`src/rtl/vx_dcache_sequencer.sv`:
```
// Serialises a multi-lane dcache batch onto a single memory port and gathers
// the (possibly out-of-order) read responses into one core response.
module vx_dcache_sequencer #(
  parameter int NUM_REQS  = 4,
  parameter int TAG_WIDTH = 8,
  parameter int LANE_BITS = $clog2(NUM_REQS)
) (
  input  logic                      clk,
  input  logic                      reset,
  input  logic [NUM_REQS-1:0]       core_req_valid,
  input  logic [NUM_REQS-1:0]       core_req_rw,
  input  logic [NUM_REQS-1:0][3:0]  core_req_byteen,
  input  logic [NUM_REQS-1:0][29:0] core_req_addr,
  input  logic [NUM_REQS-1:0][31:0] core_req_data,
  input  logic [TAG_WIDTH-1:0]      core_req_tag,
  output logic                      core_req_ready,
  output logic [NUM_REQS-1:0]       core_rsp_valid,
  output logic [NUM_REQS-1:0][31:0] core_rsp_data,
  output logic [TAG_WIDTH-1:0]      core_rsp_tag,
  input  logic                      core_rsp_ready,
  output logic                      mem_req_valid,
  output logic                      mem_req_rw,
  output logic [3:0]                mem_req_byteen,
  output logic [29:0]               mem_req_addr,
  output logic [31:0]               mem_req_data,
  output logic [LANE_BITS-1:0]      mem_req_tag,
  input  logic                      mem_req_ready,
  input  logic                      mem_rsp_valid,
  input  logic [31:0]               mem_rsp_data,
  input  logic [LANE_BITS-1:0]      mem_rsp_tag,
  output logic                      mem_rsp_ready,
  output logic                      busy
);

  typedef enum logic [1:0] {IDLE, ISSUE, WAIT, RSP} state_t;

  state_t                      state_q;
  logic [NUM_REQS-1:0]         valid_q, rw_q, pending_q, rd_out_q;
  logic [NUM_REQS-1:0][3:0]    byteen_q;
  logic [NUM_REQS-1:0][29:0]   addr_q;
  logic [NUM_REQS-1:0][31:0]   wdata_q, rdata_q;
  logic [TAG_WIDTH-1:0]        tag_q;
  logic [LANE_BITS:0]          cnt_q;

  logic [LANE_BITS-1:0]        lane;
  logic [NUM_REQS-1:0]         lane_oh, pending_d, rd_out_d;
  logic [LANE_BITS:0]          cnt_d;
  logic                        accept, issue_fire, issue_rd, rsp_fire;

  // Lowest-indexed pending lane is the one presented to memory.
  always_comb begin
    lane = '0;
    for (int i = NUM_REQS - 1; i >= 0; i--)
      if (pending_q[i]) lane = LANE_BITS'(i);
  end

  assign lane_oh    = NUM_REQS'(1) << lane;
  assign accept     = (state_q == IDLE) && (|core_req_valid);
  assign issue_fire = (state_q == ISSUE) && mem_req_ready;
  assign issue_rd   = issue_fire && !rw_q[lane];
  // Responses for lanes without an outstanding read are dropped.
  assign rsp_fire   = mem_rsp_valid && mem_rsp_ready && rd_out_q[mem_rsp_tag];

  assign pending_d = issue_fire ? (pending_q & ~lane_oh) : pending_q;
  assign cnt_d     = cnt_q + (LANE_BITS+1)'(issue_rd) - (LANE_BITS+1)'(rsp_fire);

  always_comb begin
    rd_out_d = rd_out_q;
    if (rsp_fire) rd_out_d[mem_rsp_tag] = 1'b0;
    if (issue_rd) rd_out_d = rd_out_d | lane_oh;
  end

  always_ff @(posedge clk or posedge reset) begin
    if (reset) begin
      state_q   <= IDLE;
      valid_q   <= '0;
      rw_q      <= '0;
      pending_q <= '0;
      rd_out_q  <= '0;
      byteen_q  <= '0;
      addr_q    <= '0;
      wdata_q   <= '0;
      rdata_q   <= '0;
      tag_q     <= '0;
      cnt_q     <= '0;
    end else begin
      pending_q <= pending_d;
      rd_out_q  <= rd_out_d;
      cnt_q     <= cnt_d;
      if (rsp_fire) rdata_q[mem_rsp_tag] <= mem_rsp_data;
      case (state_q)
        IDLE: if (accept) begin
          valid_q   <= core_req_valid;
          rw_q      <= core_req_rw;
          byteen_q  <= core_req_byteen;
          addr_q    <= core_req_addr;
          wdata_q   <= core_req_data;
          tag_q     <= core_req_tag;
          pending_q <= core_req_valid;
          rdata_q   <= '0;
          state_q   <= ISSUE;
        end
        ISSUE: if (issue_fire && pending_d == '0) begin
          if (cnt_d != '0)             state_q <= WAIT;
          else if (|(valid_q & ~rw_q)) state_q <= RSP;
          else                         state_q <= IDLE;
        end
        WAIT: if (cnt_d == '0) state_q <= RSP;
        RSP:  if (core_rsp_ready) state_q <= IDLE;
        default: state_q <= IDLE;
      endcase
    end
  end

  assign core_req_ready = (state_q == IDLE);
  assign busy           = (state_q != IDLE);
  assign mem_req_valid  = (state_q == ISSUE);
  assign mem_req_rw     = rw_q[lane];
  assign mem_req_byteen = byteen_q[lane];
  assign mem_req_addr   = addr_q[lane];
  assign mem_req_data   = wdata_q[lane];
  assign mem_req_tag    = lane;
  assign mem_rsp_ready  = (state_q == ISSUE) || (state_q == WAIT);
  assign core_rsp_valid = (state_q == RSP) ? (valid_q & ~rw_q) : '0;
  assign core_rsp_data  = (state_q == RSP) ? rdata_q : '0;
  assign core_rsp_tag   = (state_q == RSP) ? tag_q : '0;

`ifndef SYNTHESIS
  stray_rsp_a: assert property (@(posedge clk) disable iff (reset)
    (mem_rsp_valid && mem_rsp_ready) |-> rd_out_q[mem_rsp_tag]);
`endif

endmodule

```
`config.mk`:
```
export PLATFORM = sky130hd
export DESIGN_NAME = vx_dcache_sequencer
export DESIGN_NICKNAME = d
export VERILOG_FILES = /design/src/rtl/vx_dcache_sequencer.sv
export SDC_FILE = /design/constraint.sdc
export NUM_CORES = 1
export LEC_CHECK = 0
export BUFFER_PORTS_ARGS = -buffer_cell sky130_fd_sc_hd__buf_2
export CAP_MARGIN = 20
export CORE_AREA = 2 2 209 211
export DETAILED_ROUTE_END_ITERATION = 10
export DIE_AREA = 0 0 211 213
export PLACE_DENSITY_LB_ADDON = 0.08
export SETUP_SLACK_MARGIN = 0.4
export SYNTH_ARGS = -nofsm -noshare
export SYNTH_HDL_FRONTEND = slang
export SYNTH_SLANG_ARGS = --single-unit
```
`constraint.sdc`:
```
create_clock -name clk -period 21.3 [get_ports clk]
set_input_delay 6.39 -clock clk [delete_from_list [all_inputs] [get_ports clk]]
set_output_delay 6.39 -clock clk [all_outputs]
set_load 0.05 [all_outputs]
```
Word-level counts from Yosys, hierarchy flattened
Cells that the tools add are included.

Word-level logic and storage cells: 98. Bits in registers: 421. Bits in writable memories: 0. Output and inout port bits: 213. Memory bits (read-only): 0. Latch bits: 0. Memories kept: 0.

Reduce and logical (&&, ||, !) cells: 18. Multipliers: 0. Bitwise logic cells: 7. Mux-type cells: 37. Equality and inequality tests: 7. $lt $le $gt $ge: 3. Shift operators: 1. Divide/modulo/power cells: 0. $add $sub $neg: 2.

Operators with widths (count): $mux 128 (4); $bwmux 128 (1); $bmux 32 s2 (1); $demux 32 s2 (1); $mux 32 (2); $bmux 30 s2 (1); $mux 30 (1); $mux 4 (7); $mux 2 (10); $and 4x4->4 (3); $not 4->4 (3); $bmux 4 s2 (1); $mux 8 (1); $pmux 2 s4 (1); $reduce_or 4->1 (2); $logic_and 1x1->1 (7); $lt 2x3->1 const B (2); $bmux 1 s2 (2); $eq 2x2->1 const B (2); $logic_not 4->1 (1); $ne 2x1->1 const B (2); $ne 2x2->1 const B (2); $or 4x4->4 (1); $reduce_and 4->1 (1); 14 further kinds (16).

Longest topological paths before layout
Depth in word-level cells: 14. Gate-level depth with buffers: 16.

Worst setup path after synthesis
Ideal clock, no wire load.

Kind: input port to flip-flop. Start point: input port mem_rsp_tag[0]. End point: register state_q[0]. Path buffers: 1. Stages on the path: 12. Path slack: 11.639 ns. Data arrival time: 9.539 ns. Path through: clkbuf_1 -> mux4_2 -> nor2b_1 -> ha_1 -> inv_1 -> ha_1 -> fa_1 -> xnor3_1 -> or3_4 -> a222oi_1 -> o211ai_1 -> a32o_1.

Cells in the longest elaborated chain, start to end: 8.

Ends and longest elaborated chain: from (decl) (RTL line 30) `input logic [LANE_BITS-1:0] mem_rsp_tag,`; $bmux 1 s2 * (RTL line 62) `assign rsp_fire = mem_rsp_valid && mem_rsp_ready && rd_out_q[mem_rsp_tag];`; $mux 1 (implied by the code) * (RTL line 62); $logic_and 1x1->1 * (RTL line 62); $sub 3x1->3 * (RTL line 65) `assign cnt_d = cnt_q + (LANE_BITS+1)'(issue_rd) - (LANE_BITS+1)'(rsp_fire);`; named net cnt_d[2] (RTL line 47) `logic [LANE_BITS:0] cnt_d;`; $reduce_bool 3->1 (RTL line 104) `if (cnt_d != '0) state_q <= WAIT;`; $mux 2 (RTL line 104); $mux 2 (RTL line 103) `ISSUE: if (issue_fire && pending_d == '0) begin`; $pmux 2 s4 (RTL line 91) `case (state_q)`; to (signal assigned) (RTL line 104); to (signal assigned) (RTL line 105) `else if (|(valid_q & ~rw_q)) state_q <= RSP;`; to (signal assigned) (RTL line 106) `else state_q <= IDLE;`; to (decl) (RTL line 37) `state_t state_q;`.

Mark *: on every way through the listed nets, which the timed path passes. The rest lies on a longest branch. The select of a mux whose other input is x is not followed. A chain may end at the register's enable or synchronous reset.

Final worst setup path
Start point: register pending_q[1]. End point: output port mem_req_addr[14].

Cells in the longest elaborated chain, start to end: 4.

Ends and longest elaborated chain: from (decl) (RTL line 38) `logic [NUM_REQS-1:0] valid_q, rw_q, pending_q, rd_out_q;`; from (signal assigned) (RTL line 87) `pending_q <= pending_d;`; from (signal assigned) (RTL line 99) `pending_q <= core_req_valid;`; $mux 2 (2 in series) (RTL line 54) `if (pending_q[i]) lane = LANE_BITS'(i);`; $bmux 30 s2 (RTL line 120) `assign mem_req_addr = addr_q[lane];`; $mux 30 (implied by the code) (RTL line 120); to (decl) (RTL line 24) `output logic [29:0] mem_req_addr,`.

Every way passes these cells. The select of a mux whose other input is x is not followed.

==> key figures <==
Run status
  • Status: finished, final reports clean

Timing
  • Worst Hold Margin: between 0.4 and 0.5 ns
  • Final Worst Setup Slack: approximately 12 ns
  • Minimum clock period: 9.71 ns
  • Fin crit share: between 40% and 50%
  • Max frequency: roughly 100 MHz
  • Final hold violation count: 0
  • Slew @ Worst Pin: around 1.1 ns
  • Worst rel slew slack: 25.3%
  • Unrepaired setup endpoints after global routing: false
  • Setup Skew: approximately 0.014 ns
  • Pins Over Slew Limit: 0
  • Endpoints failing setup: 0
  • Fin Setup TNS: 0 ns

Drt
  • Initial DRC count: between 1000 and 1500
  • Residual DRC: 0
  • Routed Wire Length: 59600 um
  • Routed len/inst: around 18 um
  • Vias per cell: 5.13
  • DR vias: between 15000 and 20000
  • First-pass DRT Iterations: 8
  • Final ANT Viol Nets: 0

Floorplan
  • Die Y: ~210 um
  • Rows: 76
  • Die Area: about 0.045 mm2
  • Core Area: 0.0427 mm2
  • Die width: around 210 um
  • Starting Density: between 40% and 50%
  • I/O Pins: around 530

Finish
  • Layout cells sized above 1: approximately a quarter
  • Final core occ: around 54%
  • Nets: ~3000
  • P&R area growth vs syn: 25.3%
  • Final Instance Area: around 0.023 mm2

Logic synthesis
  • Synth warn: 0
  • Cells after Synth: 2212
  • Commonest cells in the synthesized netlist: nand2_1 (1229), dfrtp_1 (421), clkbuf_1 (139)
  • Share of flip-flops with an asynchronous set or reset: 100%
  • Syn Std Cell Area: approximately 0.018 mm2
  • Synth top area share: 57.1%
  • Avg Inst Size Synth: between 8 and 9 um2
  • Seq/Total Area, Yosys: 57.1%
  • Primary FF master, synth: dfrtp_1
  • Synth Net Count: 2538
  • Yosys reg bits: 421
  • Distinct cells, synth: 34
  • Post-synth EDFFs: 0
  • Synth area leaders: dfrtp_1 (57%), nand2_1 (25%), and2_1 (4.6%)
  • Count leader, synth: nand2_1
  • Synth area leader: dfrtp_1

Global route
  • First-pass GRT wire length: about 91000 um
  • GRT Util Overall: 26.1%
  • Largest net degree at the start of global routing: ~210
  • Overflow after GRT: 0
  • Initial antenna violation count: 39
  • Number of global-route vias before repair: 16300

Clocking
  • CTS tree: yes
  • Clock sink total: ~420
  • Clk root buf: clkbuf_16
  • Clk pin slew, worst setup/hold paths: 0.06 ns
  • Cts bufs inserted: 46
  • Clk Latency, worst-skew pair: 0.58 ns
  • Post-CTS Resized: 0
  • # Post-CTS Setup Buffers: 0
  • Htree depth: 2
  • Hold_buf cts: 0
  • Clock tree buffer depth: 3

Run
  • Max_cap viols: 0

Place
  • GP Congestion: just over 0.8
  • Placed wire-length estimate: 39300 um
  • Place WS: around 11 ns
  • PortBufs: 531
  • Area post-placement: ~0.021 mm2

Power
  • Pwr Density: between 70 and 80 mW/mm2
  • Gate power share: 7.3%
  • Maximum vdd drop: ~0.064 mV
  • P_leak: approximately 12 nW
  • Share of power burned in the clock network: between 40% and 50%
  • Power Internal: ~0.0014 W
  • Switching part of the total power: between 20% and 30%
  • Reg power frac: 47.7%
  • Net Switching: 0.000424 W

Setup path
  • Critical path depth: 6
  • Worst EP arrival: around 3.3 ns
  • Path depth of the worst reg2reg path: 15
  • Worst Setup Start Kind: flop
  • Crit Path Category: reg -> out
  • Worst EP required: 14.91 ns
  • CP delay by family, top: simple AND/OR/NAND/NOR gates
  • Crit-path cells: nor3_1 > or2_2 > buf_4 > a222oi_1 > nand2_1 > buf_2
  • Largest stage delay on the critical path: between 0.7 and 0.8 ns
  • Critical path fanouts, max: 35
  • Critical Path Slowest Stage Cell: or2_2
  • Crit. End Element: output port
  • Buffers plus inverters on the worst setup path: 2

Worst hold path
  • Hold WC Path Type: reg -> reg
  • Hold Path Depth: 2
[path summary, 6_finish.rpt]
path,end,slack [ns],from
hold reg to reg,tag_q[7],0.47,tag_q[7]
setup / recovery,mem_req_addr[14],11.59,pending_q[1]
min in group asynchronous,addr_q[80],5.78,reset
hold / removal,tag_q[7],0.47,tag_q[7]
max in group asynchronous,wdata_q[13],12.08,reset
setup reg to reg,state_q[0],16.20,pending_q[1]
[registers in the layout (all words and copies together) (netlist names), named ones only]
name / count
rdata_q: 128
wdata_q: 128
addr_q: 120
byteen_q: 16
tag_q: 8
pending_q: 4
rd_out_q: 4
rw_q: 4
valid_q: 4
cnt_q: 3
state_q: 1
[power by group through the flow]
stage / logic, W / clock network (W) / registers [W]
2_1_floorplan: 0.0000742 / 0 / 0.000859
3_3_place_gp: 0.000129 / 0 / 0.000862
3_5_place_dp: 0.000130 / 0 / 0.000863
4_1_cts: 0.000131 / 0.000817 / 0.000849
5_1_grt: 0.000145 / 0.000849 / 0.000853
6_report: 0.000130 / 0.000800 / 0.000850
[cells in the final DEF (no fill, tap or decap), types with 4 or more instances in the layout]
master and instances:
o21ai_0 8, a222oi_1 67, buf_4 21, clkbuf_1 9, diode_2 24, inv_1 10
a22o_1 4, clkinv_2 5, clkbuf_16 49, a21oi_1 130, nand2_1 1229, buf_2 531
and2_1 136, clkbuf_8 14, nand2b_1 4, dfrtp_1 421, nor2_1 9, ha_1 5
[cell families after synthesis]
group | synth area share [%]
XOR/XNOR | 0.122
buffers and inverters | 3.33
flip-flops | 57.1
AND/OR/NAND/NOR | 30.8
adder cells (fa/ha/maj) | 0.516
AO/OA/AOI/OAI | 7.95
multiplexers | 0.176
[stage by stage]
| step | instances | power (W) |
|---|---|---|
| final | 3266 | 0.00178 |
| after global routing | 3260 | 0.00185 |
| after CTS | 3239 | 0.00180 |
| after detailed placement | 3160 | 0.000994 |
| after global placement | 3160 | 0.000991 |
| after floorplan | 2212 | 0.000933 |
[area by class of cell]
cell class,instances,area (um2)
clock buffers,72,1450
repair buffers,556,2920
flip-flops and latches,421,10500
multi-input cells,1629,7350
diodes,24,60.1
inverters,11,48.8
fillers,4114,19600
well taps,546,683
clock inverters,7,62.6
[worst min-delay path: cells and delay by family (launching register included)]
family | cells | cell delay [ns]
and+or+nand+nor | 2 | 0.10
DFF | 1 | 0.34
[per-layer routing]
metal	part of all wire (%)	up-vias	GRT usage (%)	routed length (um)
met2	48	583	42.1	28600
met3	7.6	129	6.69	4550
met4	2.6	32	9.91	1540
li1	-	7965	-	-
met5	0.31	-	0	182
met1	41	8060	34.0	24700
(Power assumes the default switching activity.)
